File: src/rtl/if_pkg.sv
// Shared types and defaults for the instruction fetch unit.
package if_pkg;

   localparam int ADDR_W_DEF = 8;
   localparam int DATA_W_DEF = 8;
   localparam int DEPTH_DEF  = 4;
   localparam logic [ADDR_W_DEF-1:0] RESET_PC_DEF = 8'h00;

   typedef enum logic [1:0] {
      S_START = 2'd0,
      S_FETCH = 2'd1,
      S_FULL  = 2'd2
   } state_t;

   // Queue entry layout: pc in the upper bits, instruction in the lower bits.
   typedef struct packed {
      logic [ADDR_W_DEF-1:0] pc;
      logic [DATA_W_DEF-1:0] instr;
   } entry_t;

endpackage

File: src/rtl/if_queue.sv
// Prefetch FIFO: DEPTH entries, flush beats push/pop, push+pop legal when full.
module if_queue #(
   parameter int W     = 16,
   parameter int DEPTH = 4,
   parameter int CW    = $clog2(DEPTH) + 1
) (
   input  logic          CLK,
   input  logic          RST_N,
   input  logic          push_i,
   input  logic          pop_i,
   input  logic          flush_i,
   input  logic [W-1:0]  wdata_i,
   output logic [W-1:0]  rdata_o,
   output logic [CW-1:0] count_o,
   output logic          full_o,
   output logic          empty_o
);

   localparam int PW = $clog2(DEPTH);

   logic [W-1:0]  mem_q [DEPTH];
   logic [PW-1:0] wptr_q;
   logic [PW-1:0] rptr_q;
   logic [CW-1:0] count_q;
   logic          do_push_s;
   logic          do_pop_s;

   assign empty_o   = (count_q == {CW{1'b0}});
   assign full_o    = (count_q == CW'(DEPTH));
   assign count_o   = count_q;
   assign do_pop_s  = pop_i && !empty_o;
   assign do_push_s = push_i && (!full_o || do_pop_s);
   assign rdata_o   = empty_o ? {W{1'b0}} : mem_q[rptr_q];

   always_ff @(posedge CLK or negedge RST_N) begin
      if (!RST_N) begin
         wptr_q  <= {PW{1'b0}};
         rptr_q  <= {PW{1'b0}};
         count_q <= {CW{1'b0}};
         for (int i = 0; i < DEPTH; i++) begin
            mem_q[i] <= {W{1'b0}};
         end
      end else if (flush_i) begin
         wptr_q  <= {PW{1'b0}};
         rptr_q  <= {PW{1'b0}};
         count_q <= {CW{1'b0}};
      end else begin
         if (do_push_s) begin
            mem_q[wptr_q] <= wdata_i;
            wptr_q        <= wptr_q + {{(PW-1){1'b0}}, 1'b1};
         end
         if (do_pop_s) begin
            rptr_q <= rptr_q + {{(PW-1){1'b0}}, 1'b1};
         end
         count_q <= count_q + CW'(do_push_s) - CW'(do_pop_s);
      end
   end

endmodule

File: src/rtl/if_fetch.sv
// Instruction fetch unit: drives the IM address from the fetch PC, queues
// returned bytes with their address, and supports branch redirect with flush.
module if_fetch
   import if_pkg::*;
#(
   parameter int ADDR_W = ADDR_W_DEF,
   parameter int DATA_W = DATA_W_DEF,
   parameter int DEPTH  = DEPTH_DEF,
   parameter logic [ADDR_W-1:0] RESET_PC = ADDR_W'(RESET_PC_DEF)
) (
   input  logic              CLK,
   input  logic              RST_N,
   output logic [ADDR_W-1:0] ABUS,
   input  logic [DATA_W-1:0] DATABUS,
   input  logic              EN,
   input  logic              BR_VALID,
   input  logic [ADDR_W-1:0] BR_TARGET,
   output logic [DATA_W-1:0] INSTR,
   output logic [ADDR_W-1:0] INSTR_PC,
   output logic              INSTR_VALID,
   input  logic              INSTR_READY
);

   localparam int CW = $clog2(DEPTH) + 1;
   localparam int W  = ADDR_W + DATA_W;

   state_t            state_q;
   state_t            state_d;
   logic [ADDR_W-1:0] pc_q;
   logic [ADDR_W-1:0] pc_d;
   logic              push_s;
   logic              pop_s;
   logic              full_s;
   logic              empty_s;
   logic [CW-1:0]     count_s;
   logic [W-1:0]      rdata_s;

   assign ABUS        = pc_q;
   assign INSTR_VALID = !empty_s;
   assign INSTR_PC    = rdata_s[W-1 -: ADDR_W];
   assign INSTR       = rdata_s[DATA_W-1:0];
   assign pop_s       = INSTR_VALID && INSTR_READY;
   // A redirect discards the byte sampled this cycle.
   assign push_s      = !BR_VALID && (state_q == S_FETCH) && EN && (!full_s || pop_s);

   if_queue #(
      .W     (W),
      .DEPTH (DEPTH),
      .CW    (CW)
   ) u_queue (
      .CLK     (CLK),
      .RST_N   (RST_N),
      .push_i  (push_s),
      .pop_i   (pop_s),
      .flush_i (BR_VALID),
      .wdata_i ({pc_q, DATABUS}),
      .rdata_o (rdata_s),
      .count_o (count_s),
      .full_o  (full_s),
      .empty_o (empty_s)
   );

   always_comb begin
      state_d = state_q;
      pc_d    = pc_q;
      if (BR_VALID) begin
         pc_d    = BR_TARGET;
         state_d = S_FETCH;
      end else begin
         case (state_q)
            S_START: state_d = S_FETCH;
            S_FETCH: begin
               if (push_s) begin
                  pc_d = pc_q + {{(ADDR_W-1){1'b0}}, 1'b1};
               end else begin
                  pc_d = pc_q;
               end
               if (push_s && !pop_s && (count_s == CW'(DEPTH - 1))) begin
                  state_d = S_FULL;
               end else begin
                  state_d = S_FETCH;
               end
            end
            S_FULL: begin
               if (pop_s) begin
                  state_d = S_FETCH;
               end else begin
                  state_d = S_FULL;
               end
            end
            default: state_d = S_START;
         endcase
      end
   end

   always_ff @(posedge CLK or negedge RST_N) begin
      if (!RST_N) begin
         state_q <= S_START;
         pc_q    <= RESET_PC;
      end else begin
         state_q <= state_d;
         pc_q    <= pc_d;
      end
   end

endmodule

File: config.mk
export PLATFORM = sky130hd
export DESIGN_NAME = if_fetch
export DESIGN_NICKNAME = d
export VERILOG_FILES = /design/src/rtl/if_pkg.sv /design/src/rtl/if_queue.sv /design/src/rtl/if_fetch.sv
export SDC_FILE = /design/constraint.sdc
export NUM_CORES = 1
export LEC_CHECK = 0
export ABC_AREA = 1
export CORE_MARGIN = 2
export CORE_UTILIZATION = 50
export CTS_CLUSTER_SIZE = 25
export DETAILED_ROUTE_END_ITERATION = 6
export HOLD_SLACK_MARGIN = 0.06
export PLACE_DENSITY_LB_ADDON = 0.1
export SLEW_MARGIN = 10
export SYNTH_ARGS = -nofsm -noshare
export SYNTH_HDL_FRONTEND = slang
export SYNTH_HIERARCHICAL = 1
export SYNTH_SLANG_ARGS = --single-unit
File: constraint.sdc
create_clock -name CLK -period 5.2 [get_ports CLK]
set_input_delay 1.3 -clock CLK [delete_from_list [all_inputs] [get_ports CLK]]
set_output_delay 1.3 -clock CLK [all_outputs]
set_load 0.03 [all_outputs]
; Word level (Yosys, flattened, before mapping)
; Cells that the tools add are included.
[totals]
register_bits = 81
input_bits = 21
output_inout_bits = 25
wordCells = 66
[op_classes]
add_sub_neg = 5
magnitude_cmp = 3
n_eq_ne = 4
n_mux = 19
bitwise = 3
n_reduce_logical = 23
[ops]
columns = op, n
row1 = $bwmux W64, 1
row2 = $mux W16, 4
row3 = $bmux W16 S2, 1
row4 = $demux W16 S2, 1
row5 = $mux W8, 3
row6 = $mux W2, 7
row7 = $logic_and A1 B1 Y1, 9
row8 = $add A8 B1 Y8 const B, 1
row9 = $reduce_bool A2 Y1, 4
row10 = $ge A3 B3 Y1 const B, 2
row11 = $not A2 Y3, 2
row12 = $pmux W2 S3, 1
row13 = $add A2 B1 Y2 const B, 2
row14 = $logic_not A1 Y1, 4
row15 = $reduce_and A2 Y1, 2
row16 = $add A3 B1 Y3, 1
row17 = $eq A3 B2 Y1 const B, 1
row18 = $eq A3 B3 Y1 const B, 1
row19 = $logic_not A3 Y1, 1
row20 = $lt A3 B1 Y1 const B, 1
row21 = $mux W3, 1
row22 = $sub A3 B1 Y3, 1
row23 = $eq A2 B1 Y1 const B, 1
row24 = $eq A2 B2 Y1 const B, 1
row25 = 3 further kinds, 4

; Depth between registers and ports, before layout
; Gate-level depths: netlist of run 1.
[logic_depth]
word_depth = 10
depth_mapped = 15
ltp_nobuf = 14

; Hierarchy
; The synthesis of run 1 kept the hierarchy.
[by_module_without_submodules]
columns = module, instances, cells_each, area_per_inst_um2, seq_area_each_um2
row1 = if_queue, 1, 450, 3443.3, 1776.7
row2 = if_fetch, 1, 99, 669.4, 250.2

; Worst setup path before layout of run 1
; No wires, ideal clock.
[synth_path]
kind = input-to-reg
start = in EN
end = reg u_queue.count_q[2], in the netlist u_queue/count_o[2]
setup_time_ns = 0.086
t_arrival_ns = 3.003
required_time_ns = 5.114
path_slack_ns = 2.111
cell_stages = 12
path_buffers = 0
path_cell_list = inv_1 -> nor2_1 -> nand2_2 -> nor2_4 -> nand2_1 -> ha_1 -> inv_1 -> ha_1 -> inv_1 -> fa_1 -> and3_1 -> nor3_1
[synth_between]
elab_chain_cells = 6
[synth_rtl]
columns = element, line
row1 = start: declaration, if_fetch.sv:15  ; input logic EN,
row2 = $logic_and A1 B1 Y1 (2 in series), if_fetch.sv:44  ; assign push_s = !BR_VALID && (state_q == S_FETCH) && EN && (!full_s || pop_s);
row3 = net push_s, if_fetch.sv:31  ; logic push_s;
row4 = $logic_and A1 B1 Y1, if_queue.sv:32  ; assign do_push_s = push_i && (!full_o || do_pop_s);
row5 = $add A3 B1 Y3, if_queue.sv:55  ; count_q <= count_q + CW'(do_push_s) - CW'(do_pop_s);
row6 = $sub A3 B1 Y3, if_queue.sv:55
row7 = $mux W3, if_queue.sv:43  ; end else if (flush_i) begin
row8 = end signal: assignment, if_queue.sv:39  ; count_q <= {CW{1'b0}};
row9 = end signal: assignment, if_queue.sv:46  ; count_q <= {CW{1'b0}};
row10 = end signal: assignment, if_queue.sv:55
row11 = end: declaration, if_queue.sv:24  ; logic [CW-1:0] count_q;
; The timed path passes the listed nets, and every way through them passes these cells.
; A chain may end at the register's enable or synchronous reset.

; Worst setup path after layout of run 1
[layout_path]
start = reg u_queue.rptr_q[0]
end = out INSTR_PC[5]
[layout_between]
elab_chain_cells = 5
[layout_rtl]
columns = element, line
row1 = start: declaration, if_queue.sv:23  ; logic [PW-1:0] rptr_q;
row2 = start signal: assignment, if_queue.sv:38  ; rptr_q <= {PW{1'b0}};
row3 = start signal: assignment, if_queue.sv:45  ; rptr_q <= {PW{1'b0}};
row4 = start signal: assignment, if_queue.sv:53  ; rptr_q <= rptr_q + {{(PW-1){1'b0}}, 1'b1};
row5 = $not A2 Y3 (not written as such), if_queue.sv:33  ; assign rdata_o = empty_o ? {W{1'b0}} : mem_q[rptr_q];
row6 = $bmux W16 S2, if_queue.sv:33
row7 = $mux W16 (not written as such) (2 in series), if_queue.sv:33
row8 = $mux W16, if_queue.sv:33
row9 = end: declaration, if_fetch.sv:19  ; output logic [ADDR_W-1:0] INSTR_PC,
; No other way between the ends. The select of a mux whose other input is x is not followed.

==> results of run 1 <==
critical path: stages, from the launching register on:
cell	delay, ns
dfrtp_1	0.36
buf_4	0.24
inv_1	0.69
o21ai_0	0.20
a21oi_1	0.23
clkdlybuf4s50_1	0.71
per-layer routing:
layer  vias up  routed length [µm]
met1      1728                4513
met4         0                 125
met5         -                   0
li1       1794                   -
met2        97                4774
met3        10                 549
registers in the layout, indices dropped and copies added (netlist names):
name             cells
u_queue/mem_q       64
ABUS                 8
u_queue/count_o      3
state_q              2
u_queue/rptr_q       2
u_queue/wptr_q       2
worst max-delay path by stage:
stage / to / slack, ns
2_1_floorplan: u_queue/count_o[2] / 2.11
3_3_place_gp: u_queue/count_o[2] / 1.40
3_5_place_dp: u_queue/count_o[2] / 1.32
4_1_cts: INSTR_PC[5] / 1.10
5_1_grt: INSTR_PC[4] / 0.84
6_report: INSTR_PC[5] / 1.10
per-stage QoR:
stage               hold WS, ns  instance area (µm²)  total power, W  std cells  utilization (%)
floorplan                0.4217                 4113        0.001566        549                -
global placement         0.4356                 4628        0.001885        685            57.19
detailed placement       0.4504                 4628        0.001901        685            57.19
CTS                      0.4629                 4838        0.002404        701            59.79
global route             0.4732                 4838        0.002580        701            59.79
finish                   0.4563                 4838        0.002390        701            59.79
cell families (layout without fill, tap and decap cells):
family / after synthesis / count (layout) / share of synthesized area [%]
xor+xnor: 3 / 3 / 0.6390
buf+inv: 50 / 97 / 5.385
compound gates: 60 / 60 / 7.484
simple gates: 347 / 347 / 34.59
flops: 81 / 81 / 49.28
fa+ha+maj: 8 / 8 / 2.616
synth_stat cells, types with 2 or more instances:
master    instances
clkinv_1          2
inv_1            27
nand3_1          21
nor3_1            3
nor2_1           73
nor2_2            3
ha_1              7
nand4_1           4
a21oi_1          18
nand2_1         232
buf_4             6
xor2_1            2
clkbuf_1          5
buf_2             9
o21ai_0          39
nand2_2           2
nor2_4            6
dfrtp_1          81
a21boi_0          2
power by group:
| group | switching, W | leakage [nW] | internal, W |
|---|---|---|---|
| sequential | 0.000129 | 1.07 | 0.000796 |
| combinational | 0.000608 | 1.27 | 0.000364 |
| clock | 0.000225 | 0.106 | 0.000268 |
cell type report:
class                   count  area [µm²]
repair buffers             51       493.0
flip-flops and latches     81        2027
fillers                   747        3254
clock inverters             6       82.58
multi-input cells         418        1864
well taps                 105       131.4
clock buffers              10       127.6
inverters                  30       112.6
==> flow_summary_export.csv, run 1 <==
group,metric,value,unit
setup_path,crit_fanout,34,
grt,track_usage,24.40,%
grt,grt_pass1_wl,16880,µm
floorplanning,ioPinCount,46,
clock_tree,cts_num_sinks,81,
grt,gr-usage-met3,4.469,%
floorplanning,num_rows,33,
clock_tree,htree_levels,3,
setup_path,r2r_cells,14,
floorplanning,core_area,8093,µm²
clock_tree,cts-root-buf,"clkbuf_8",
setup_path,worst_ep_arrival_time,2.80,ns
logic_synthesis,synth-edff-count,0,
cells_and_area,layout.nets,620,
logic_synthesis,synthTopCellsByArea,"dfrtp_1 49%, nand2_1 21%, nor2_1 6.7%",
sta,setup_viol,0,
min_path,whs_path_depth,1,
clock_tree,clockBufferDepth,2,
sta,rsz0062_at_grt,"false",
sta,period_needed,4.095,ns
grt,grt.busiest_layer,"met2",
min_path,holdPathEnd,"state_q[1]",
detailed_routing,drc,0,
detailed_routing,drt-initial-drc-count,204,
sta,maxSlewViolCount,0,
setup_path,path_class,"flip-flop to output pin",
grt,grtUsageMet1,32.24,%
min_path,hold_path_class,"flip-flop to flip-flop",
placed_design,numPortBuffers,45,
clock_tree,cts_buffers,9,
sta,relSlewSlack,32.23,%
power_and_ir_drop,vdd.ir_drop.worst,0.3357,mV
logic_synthesis,syn_avg_cell_area,7.491,µm²
grt,antenna_found_initial,0,
sta,fin_ws,1.105,ns
detailed_routing,drt_wl_total,9962,µm
placed_design,gp_congestion,0.8053,
clock_tree,worstSkewPairLatency,0.35,ns
logic_synthesis,synth_cells,549,
logic_synthesis,async_reset_ff_share,100.0,%
sta,setup_tns,0,ns
cells_and_area,n_antenna_cell,0,
floorplanning,die-area,8967,µm²
setup_path,worst-r2r-setup-slack,2.05,ns
floorplanning,die_w,94.70,µm
detailed_routing,vias_per_cell,5.177,
logic_synthesis,yosys_most_used_dff,"dfrtp_1",
grt,grt-ovfl-total,0,
power_and_ir_drop,cellLeakagePower,2.442,nW
floorplanning,initial_core_util,50.82,%
cells_and_area,final_layout_size_suffix_gt1_share,6.040,%
min_path,hold_start,"state_q[0]",
sta,fin_skew,0.009520,ns
logic_synthesis,ys_seq_elements,81,
grt,grt_pass1_vias,3584,
clock_tree,post_cts.repair.setup_buffers,0,
cells_and_area,area_growth,17.65,%
floorplanning,die_y,94.70,µm
grt,grt_use_met2,39.95,%
logic_synthesis,yosys.area.top_type_share,49.29,%
logic_synthesis,ys_seq_area_share,49.29,%
setup_path,cp-end-kind,"output pin",
placed_design,hpwl,6222,µm
setup_path,crit_path_start,"u_queue/rptr_q[0]",
clock_tree,cts_tree,"done",
grt,grt_max_degree,82,
clock_tree,cts.hold.buffers_added,0,
sta,max_freq,244.2,MHz
cells_and_area,layout_commonest_cell,"nand2_1",
sta,hold_viol,0,
clock_tree,clk_pin_slew,0.08,ns
detailed_routing,vias,3629,
cells_and_area,final_cell_mix,"232 x nand2_1, 81 x dfrtp_1, 73 x nor2_1",
logic_synthesis,synth.cell_area,4113,µm²
job,cap_violations,0,
detailed_routing,dr.pass1.iters,4,
placed_design,dp_slack,1.320,ns
detailed_routing,wl_per_cell,14.21,µm
sta,tightest_slew,1.017,ns
logic_synthesis,synth_nets,578,
setup_path,cp-start-kind,"flip-flop",
status,status,"finished clean",
clock_tree,cts_resized,0,
logic_synthesis,yosys.cell_types.count,26,
logic_synthesis,synth_area_leader_cell,"dfrtp_1",
sta,min_period_over_period,78.75,%
detailed_routing,ant_nets,0,
setup_path,r2r_start,"u_queue/count_o[1]",
setup_path,critPathRequiredTime,3.90,ns
setup_path,timing.rr.end,"u_queue/count_o[2]",
logic_synthesis,yosys_warnings,6,
power_and_ir_drop,power_density,494.0,nW/µm²
(Power assumes the default switching activity.)
==> inputs of run 2 (changes only) <==
clock period = 4.11 ns   (was 5.2 ns; I/O delays follow)
==> run 2 against run 1 <==
  * Die area unchanged
  * Setup slack worse by 0.48 ns
  * Core utilization up 0.31 points
  * Critical path depth unchanged
  * Sequential share of layout area down 0.22 points
  * Power up 26%
  * Clock power up 21%
  * Register-to-register slack worse by 0.58 ns
  * Global-route usage down 0.13 points
  * First-iteration DRC count down 8.3%
  * Design area up 0.52%
  * Largest cell class unchanged
==> flow_summary_export.csv, run 2 (same netlist as run 1, synthesis figures left out) <==
group,metric,value,unit
sta,period_needed,3.485,ns
sta,rsz0062_at_grt,"false",
cells_and_area,area_growth,18.25,%
grt,grt_max_degree,82,
sta,maxSlewViolCount,0,
min_path,whs_path_depth,1,
setup_path,cp-start-kind,"flip-flop",
cells_and_area,final_cell_mix,"232 x nand2_1, 81 x dfrtp_1, 73 x nor2_1",
sta,min_period_over_period,84.79,%
clock_tree,cts_buffers,9,
setup_path,path_class,"flip-flop to output pin",
cells_and_area,largest_reg_flops,64,
cells_and_area,stdcell_area,4863,µm²
cells_and_area,layout.nets,624,
min_path,hold_path_class,"flip-flop to flip-flop",
detailed_routing,vias,3670,
detailed_routing,wl_per_cell,14.18,µm
floorplanning,die-area,8967,µm²
power_and_ir_drop,p_sw,0.001237,W
sta,relSlewSlack,32.70,%
floorplanning,die_w,94.70,µm
power_and_ir_drop,seqPwrFrac,38.8,%
floorplanning,num_rows,33,
clock_tree,cts_num_sinks,81,
power_and_ir_drop,internal_power,0.001785,W
grt,grt-ovfl-total,0,
setup_path,crit_fanout,17,
detailed_routing,drt_wl_total,9998,µm
clock_tree,cts-root-buf,"clkbuf_8",
grt,antenna_found_initial,0,
power_and_ir_drop,power_switching_share,40.94,%
clock_tree,clockBufferDepth,2,
setup_path,cp-end-kind,"output pin",
grt,grt_pass1_vias,3486,
sta,setup_tns,0,ns
floorplanning,initial_core_util,50.82,%
power_and_ir_drop,power_density,621.4,nW/µm²
cells_and_area,n_antenna_cell,0,
clock_tree,htree_levels,3,
clock_tree,worstSkewPairLatency,0.35,ns
placed_design,gp_congestion,0.7830,
sta,setup_viol,0,
setup_path,critPathRequiredTime,3.08,ns
clock_tree,clk_pin_slew,0.08,ns
power_and_ir_drop,cellLeakagePower,2.451,nW
power_and_ir_drop,vdd.ir_drop.worst,0.4084,mV
sta,tightest_slew,1.010,ns
status,status,"finished clean",
sta,max_freq,287.0,MHz
floorplanning,ioPinCount,46,
setup_path,r2r_cells,14,
sta,fin_skew,0.01280,ns
clock_tree,cts.hold.buffers_added,0,
detailed_routing,dr.pass1.iters,4,
detailed_routing,vias_per_cell,5.206,
cells_and_area,largest-register,"u_queue/mem_q",
placed_design,numPortBuffers,45,
detailed_routing,ant_nets,0,
power_and_ir_drop,clkPwrFrac,19.8,%
power_and_ir_drop,combPwrFrac,41.5,%
sta,hold_viol,0,
setup_path,worst_ep_arrival_time,2.46,ns
clock_tree,post_cts.repair.setup_buffers,0,
cells_and_area,layout_commonest_cell,"nand2_1",
placed_design,placed_area,4658,µm²
detailed_routing,drc,0,
floorplanning,die_y,94.70,µm
detailed_routing,drt-initial-drc-count,187,
job,cap_violations,0,
grt,track_usage,24.27,%
grt,grt_pass1_wl,16730,µm
cells_and_area,final_layout_size_suffix_gt1_share,6.833,%
clock_tree,cts_resized,0,
clock_tree,cts_tree,"done",
floorplanning,core_area,8093,µm²
placed_design,hpwl,6215,µm
## run 2: layout make-up
cell class                      instances  area [µm²]
Fill cell                             770        3229
Sequential cell                        81        2027
Multi-Input combinational cell        418        1864
Timing Repair Buffer                   55       523.0
Clock buffer                           10       137.6
Tap cell                              105       131.4
Inverter                               30       112.6
Clock inverter                          6       67.56
## run 2: power groups by stage
stage	Combinational, W	Clock, W	Sequential, W
global route	0.00140	0.000647	0.00120
floorplan	0.000813	0	0.00117
CTS	0.00126	0.000608	0.00117
finish	0.00125	0.000598	0.00117
global placement	0.00124	0	0.00118
detailed placement	0.00125	0	0.00118
## run 2: per-layer routing
| layer | wire (µm) | part of all wire (%) | track usage, % | vias up |
|---|---|---|---|---|
| li1 | - | - | - | 1802 |
| met3 | 456 | 4.6 | 4.070 | 17 |
| met5 | 0 | 0 | 0 | - |
| met1 | 4727 | 47 | 33.26 | 1742 |
| met2 | 4601 | 46 | 38.12 | 109 |
| met4 | 212 | 2.1 | 10.51 | 0 |
## run 2: path summary, 6_finish.rpt
path	startpoint	endpoint	slack (ns)
hold reg to reg	state_q[0]	state_q[1]	0.45
setup reg to reg	u_queue/count_o[1]	u_queue/count_o[2]	1.47
setup / recovery	u_queue/rptr_q[1]	INSTR_PC[4]	0.63
hold / removal	state_q[0]	state_q[1]	0.45
max in group asynchronous	RST_N	ABUS[5]	2.62
min in group asynchronous	RST_N	u_queue/mem_q[32]	0.83
## run 2: per-stage QoR
step,setup slack [ns],util [%],total power (W),hold slack [ns],std cells
2_1_floorplan,1.293,-,0.001981,0.4217,549
6_report,0.6252,60.10,0.003022,0.4524,705
3_3_place_gp,0.7110,57.56,0.002415,0.4338,689
4_1_cts,0.6210,60.10,0.003038,0.4609,705
5_1_grt,0.4660,60.10,0.003254,0.4722,705
3_5_place_dp,0.6238,57.56,0.002435,0.4498,689
## run 2: critical path: stages, from the launching register on
cell and delay (ns):
dfrtp_1 0.35, clkinv_1 0.47, nor2_1 0.24, o21ai_0 0.10
a21oi_1 0.23, clkdlybuf4s50_1 0.72
